$ cat src/rtl/alu_exec_unit.sv
// Single-issue ALU: non-shift ops finish in 1 cycle, shifts step one bit per cycle in SHIFT.
// Optional macro OVERFLOW_DETECT_EN adds the registered signed-overflow flag for ADD/SUB.
module alu_exec_unit (
  input  logic        clk,
  input  logic        rst_n,
  input  logic        InValid,
  output logic        InReady,
  input  logic [3:0]  ALUCtrl,
  input  logic [31:0] BusA,
  input  logic [31:0] BusB,
  input  logic [4:0]  ShAmt,
  output logic        OutValid,
  input  logic        OutReady,
  output logic [31:0] BusW,
  output logic        Zero,
  output logic        Overflow
);

  localparam logic [3:0] OP_AND  = 4'b0000;
  localparam logic [3:0] OP_OR   = 4'b0001;
  localparam logic [3:0] OP_ADD  = 4'b0010;
  localparam logic [3:0] OP_SLL  = 4'b0011;
  localparam logic [3:0] OP_SRL  = 4'b0100;
  localparam logic [3:0] OP_SUB  = 4'b0110;
  localparam logic [3:0] OP_SLT  = 4'b0111;
  localparam logic [3:0] OP_ADDU = 4'b1000;
  localparam logic [3:0] OP_SUBU = 4'b1001;
  localparam logic [3:0] OP_XOR  = 4'b1010;
  localparam logic [3:0] OP_SLTU = 4'b1011;
  localparam logic [3:0] OP_NOR  = 4'b1100;
  localparam logic [3:0] OP_SRA  = 4'b1101;
  localparam logic [3:0] OP_LUI  = 4'b1110;

  typedef enum logic [1:0] {IDLE, SHIFT, DONE} state_t;

  state_t      state_q, state_d;
  logic [31:0] res_q, res_d;
  logic        zero_q, zero_d;
  logic [4:0]  cnt_q, cnt_d;
  logic [3:0]  op_q, op_d;

  logic [31:0] sum, diff, alu_res, shifted;
  logic        is_shift;

  assign sum      = BusA + BusB;
  assign diff     = BusA - BusB;
  assign is_shift = (ALUCtrl == OP_SLL) || (ALUCtrl == OP_SRL) || (ALUCtrl == OP_SRA);

  // Shift ops pass BusB through here; the actual shifting happens in SHIFT.
  always_comb begin
    alu_res = 32'h0;
    case (ALUCtrl)
      OP_AND:                alu_res = BusA & BusB;
      OP_OR:                 alu_res = BusA | BusB;
      OP_ADD, OP_ADDU:       alu_res = sum;
      OP_SUB, OP_SUBU:       alu_res = diff;
      OP_SLT:                alu_res = {31'b0, $signed(BusA) < $signed(BusB)};
      OP_SLTU:               alu_res = {31'b0, BusA < BusB};
      OP_XOR:                alu_res = BusA ^ BusB;
      OP_NOR:                alu_res = ~(BusA | BusB);
      OP_LUI:                alu_res = {BusB[15:0], 16'h0000};
      OP_SLL, OP_SRL, OP_SRA: alu_res = BusB;
      default:               alu_res = 32'h0;
    endcase
  end

  always_comb begin
    shifted = res_q;
    case (op_q)
      OP_SLL:  shifted = {res_q[30:0], 1'b0};
      OP_SRL:  shifted = {1'b0, res_q[31:1]};
      OP_SRA:  shifted = {res_q[31], res_q[31:1]};
      default: shifted = res_q;
    endcase
  end

`ifdef OVERFLOW_DETECT_EN
  logic ovf_q, ovf_d, alu_ovf;

  always_comb begin
    alu_ovf = 1'b0;
    if (ALUCtrl == OP_ADD)
      alu_ovf = (BusA[31] == BusB[31]) && (sum[31] != BusA[31]);
    else if (ALUCtrl == OP_SUB)
      alu_ovf = (BusA[31] != BusB[31]) && (diff[31] != BusA[31]);
  end
`endif

  always_comb begin
    state_d = state_q;
    res_d   = res_q;
    zero_d  = zero_q;
    cnt_d   = cnt_q;
    op_d    = op_q;
`ifdef OVERFLOW_DETECT_EN
    ovf_d   = ovf_q;
`endif
    case (state_q)
      IDLE: begin
        if (InValid) begin
          op_d = ALUCtrl;
          if (is_shift && (ShAmt != 5'd0)) begin
            res_d   = BusB;
            cnt_d   = ShAmt;
            zero_d  = 1'b0;
            state_d = SHIFT;
`ifdef OVERFLOW_DETECT_EN
            ovf_d   = 1'b0;
`endif
          end else begin
            res_d   = alu_res;
            zero_d  = (alu_res == 32'h0);
            state_d = DONE;
`ifdef OVERFLOW_DETECT_EN
            ovf_d   = alu_ovf;
`endif
          end
        end
      end
      SHIFT: begin
        res_d = shifted;
        cnt_d = cnt_q - 5'd1;
        if (cnt_q == 5'd1) begin
          zero_d  = (shifted == 32'h0);
          state_d = DONE;
        end
      end
      DONE: begin
        if (OutReady) state_d = IDLE;
      end
      default: state_d = IDLE;
    endcase
  end

  always_ff @(posedge clk or negedge rst_n) begin
    if (!rst_n) begin
      state_q <= IDLE;
      res_q   <= 32'h0;
      zero_q  <= 1'b0;
      cnt_q   <= 5'd0;
      op_q    <= 4'h0;
    end else begin
      state_q <= state_d;
      res_q   <= res_d;
      zero_q  <= zero_d;
      cnt_q   <= cnt_d;
      op_q    <= op_d;
    end
  end

`ifdef OVERFLOW_DETECT_EN
  always_ff @(posedge clk or negedge rst_n) begin
    if (!rst_n) ovf_q <= 1'b0;
    else        ovf_q <= ovf_d;
  end
  assign Overflow = ovf_q;
`else
  assign Overflow = 1'b0;
`endif

  assign InReady  = (state_q == IDLE);
  assign OutValid = (state_q == DONE);
  assign BusW     = res_q;
  assign Zero     = zero_q;

endmodule
$ cat config.mk
export PLATFORM = sky130hd
export DESIGN_NAME = alu_exec_unit
export DESIGN_NICKNAME = d
export VERILOG_FILES = /design/src/rtl/alu_exec_unit.sv
export SDC_FILE = /design/constraint.sdc
export NUM_CORES = 1
export LEC_CHECK = 0
export ABC_CLOCK_PERIOD_IN_PS = 3400
export CORE_MARGIN = 5
export CORE_UTILIZATION = 35
export CTS_CLUSTER_SIZE = 16
export DETAILED_ROUTE_END_ITERATION = 6
export HOLD_SLACK_MARGIN = 0.06
export PLACE_DENSITY_LB_ADDON = 0.2
export SLEW_MARGIN = 20
export SYNTH_ARGS = -nofsm -noshare
export SYNTH_HDL_FRONTEND = slang
export SYNTH_SLANG_ARGS = --single-unit
$ cat constraint.sdc
create_clock -name clk -period 3.4 [get_ports clk]
set_clock_uncertainty 0.05 [all_clocks]
set_input_delay 0.85 -clock clk [delete_from_list [all_inputs] [get_ports clk]]
set_output_delay 0.85 -clock clk [all_outputs]
set_load 0.01 [all_outputs]
==> results.tsv <==
metric	value	unit
antenna-violating nets left	0	
Pwr Density	385	mW/mm²
Syn Nets	1474	
RSZ-0062 raised after global routing	true	
Area Growth Syn to Fin	77.3	%
Final WS setup	-0.799	ns
DRC violations left	0	
number of flops mapped to enable cells by yosys	0	
Die Y	170	µm
CTS sink cnt	44	
Clock Tree Root	clkbuf_16	
Synth async-reset ratio	1.00	
Non-Filler Instances	2169	
clk slew on worst S/H paths	0.06	ns
Seq. cell area	0.00110	mm²
routed wire length	46.3	mm
Max IR drop VDD	0.340	mV
wire per inst	21.4	µm
most area-consuming cells after synthesis	ha_1 (14%), dfrtp_1 (12%), a21oi_1 (6.8%)	
Post-Synthesis Cells	1294	
CTS Hold Bufs	0	
Fill cells	2237	
P_leak	0.00717	µW
gr usage total	0.301	
gpl congestion	1.03	
Row Count	58	
Setup crit end kind	flop	
period utilization	1.23	
status	complete, but fails checks	
Most used DFF post-synth	dfrtp_1	
Buffers on Ports	111	
f_max	0.238	GHz
startpoint types	input port	
die area	0.0289	mm²
dpl hpwl	35.9	mm
Critical Path RT	3.55	ns
Hold Crit Class	flop to flop	
total global routing overflow	0	
number of global-route vias before repair	12514	
Syn Area/Cell	6.93	µm²
Distinct cells, synth	93	
slew margin rel.	0.479	
crit path DAT	4.35	ns
share of the synthesized area in the top cell type	0.141	
vias post-DR	12972	
max-cap viol count	0	
fraction of layout cells with a size suffix above 1	0.448	
initial DRC count	1444	
Ys Warns	0	
Synth Register Bits	44	
placed instance count	2086	
first-pass GRT wire length	69.4	mm
Initial Util	0.356	
critical path peak fanout	3	
combined area of the multi-input logic cells	0.00872	mm²
initial antenna violation count	1	
Mapped Area	0.00897	mm²
nets@finish	2018	
Slew @ Worst Pin	0.773	ns
die width	170	µm
I/O pin total	113	
largest net degree at the start of global routing	45	
CTS tree	built	
drt via density	5.98	
Final Hold Viols	0	
worst-case clock buffer depth	2	
clock latency on the worst-skew pair	0.29	ns
Setup CP Type	input port to flop	
Final min period	4.20	ns
DR pass1 iterations	7	
Antenna Cells	0	
Slew Limit Fails	0	
Num CTS Buffers	5	
leading area contributor after synthesis	ha_1	
core area	0.0252	mm²
sequential element share of the synthesized area	0.123	
setup violators final	10	
H-tree depth	2	
post-place setup slack	-1.69	ns
failing checks	negative setup slack	
==> stage by stage <==
step                area [µm²]   util  hold WS [ns]  total power (µW)  setup TNS [ns]
global placement         13600  0.541         0.451              4850          -22.44
CTS                      15100  0.600         0.473              5790           -2.34
floorplan                 9120      -         0.423              3040          -0.888
global route             15900  0.632         0.518              6500           -3.00
detailed placement       13600  0.541         0.460              4910          -24.25
finish                   15900  0.632         0.473              6120           -1.97
==> routing by layer <==
metal,up-vias,GRT usage,share of wire
li1,5958,-,-
met1,6149,0.390,0.39
met2,686,0.493,0.46
met3,179,0.0504,0.092
met4,0,0.135,0.055
met5,-,0,0
==> critical path, stage by stage <==
cell	delay, ns
buf_12	0.11
ha_4	0.16
fa_2	0.37
a211oi_4	0.30
buf_12	0.15
o21bai_1	0.08
a21oi_2	0.19
o221ai_2	0.12
a221o_1	0.33
nor4_2	0.28
nand4_1	0.24
nor4b_4	0.28
o2111ai_1	0.14
or4_4	0.46
o311ai_4	0.27
==> cell usage after synthesis (17+ instances only) <==
cell type    n
a211oi_1    21
nor3_1      28
o21ai_0     66
nand2_1    141
a22oi_1     25
nand2b_1    18
ha_1       101
nand3_1     28
dfrtp_1     44
a21o_1      18
nor2b_1     17
o211ai_1    24
inv_1       95
clkbuf_1    59
o22ai_1     23
a21oi_1    122
nand4_1     23
nor2_1     116
==> cells by family after synthesis <==
group / synth area share
AOI/OAI and AO/OA: 0.379
xor gates and xnor gates: 0.00293
adders and majority gates: 0.145
buffers and inverters: 0.0798
DFF: 0.123
muxes: 0.0112
other: 0.000418
and+or+nand+nor: 0.259
==> state kept, by name, indices dropped and copies added (netlist names) <==
register / count
BusW: 32
cnt_q: 5
Zero: 1
state_q: 2
op_q: 4
==> final timing paths <==
path                                   startpoint                endpoint  slack (ns)  depth (start not counted)
setup / recovery                          BusB[0]        Zero$_DFFE_PN0P_       -0.80                         15
hold / removal               cnt_q[1]$_DFFE_PN0P_    cnt_q[1]$_DFFE_PN0P_        0.47                          2
setup reg to reg           state_q[1]$_DFFE_PN0P_        Zero$_DFFE_PN0P_       -0.01                         12
hold reg to reg              cnt_q[1]$_DFFE_PN0P_    cnt_q[1]$_DFFE_PN0P_        0.47                          2
max in group asynchronous                   rst_n     BusW[4]$_DFFE_PN0P_        2.38                          1
min in group asynchronous                   rst_n  state_q[0]$_DFFE_PN0P_        0.50                          1
==> layout by cell type (no fill, tap or decap), types with 12 or more instances in the layout <==
| cell type | synthesis | final |
|---|---|---|
| and3_1 | 13 | 13 |
| clkdlybuf4s50_1 | 0 | 54 |
| a221o_1 | 15 | 15 |
| a222oi_1 | 12 | 12 |
| nand2_1 | 141 | 135 |
| inv_2 | 1 | 41 |
| nand4_1 | 23 | 23 |
| nor2_1 | 116 | 101 |
| a22o_1 | 15 | 15 |
| dfrtp_1 | 44 | 44 |
| nor2b_1 | 17 | 12 |
| a22oi_1 | 25 | 24 |
| o22ai_1 | 23 | 22 |
| o21a_1 | 14 | 12 |
| o211ai_1 | 24 | 24 |
| nor3_1 | 28 | 22 |
| inv_1 | 95 | 48 |
| o21ai_0 | 66 | 46 |
| ha_1 | 101 | 58 |
| nand3_1 | 28 | 22 |
| dlygate4sd2_1 | 0 | 16 |
| buf_6 | 2 | 43 |
| nand2b_1 | 18 | 17 |
| buf_4 | 2 | 470 |
| a21oi_2 | 1 | 21 |
| a21o_1 | 18 | 18 |
| a21oi_1 | 122 | 95 |
| o21ai_1 | 3 | 19 |
| ha_4 | 0 | 33 |
==> cell type report <==
type / count / area share
clock inverters: 2 / 0.00220
multi-input cells: 1070 / 0.548
clock buffers: 6 / 0.00810
inverters: 96 / 0.0239
flip-flops and latches: 44 / 0.0692
repair buffers: 621 / 0.322
well taps: 330 / 0.0260
==> repair_timing <==
item | CTS | global route
pin swaps | 95 | 116
gates resized for setup | 362 | 176
setup buffers | 52 | 32
endpoints found under the setup margin | 31 | 25
cloned | 0 | 1
endpoints found under the hold margin | 0 | 0
==> where the power goes <==
group	leakage [µW]	switching (µW)	internal [µW]
Combinational	0.00658	2280	2140
Sequential	0.000505	364	772
Clock	0.0000808	214	346
Total	0.00717	2850	3260
Power figures use the tool's default switching activity.
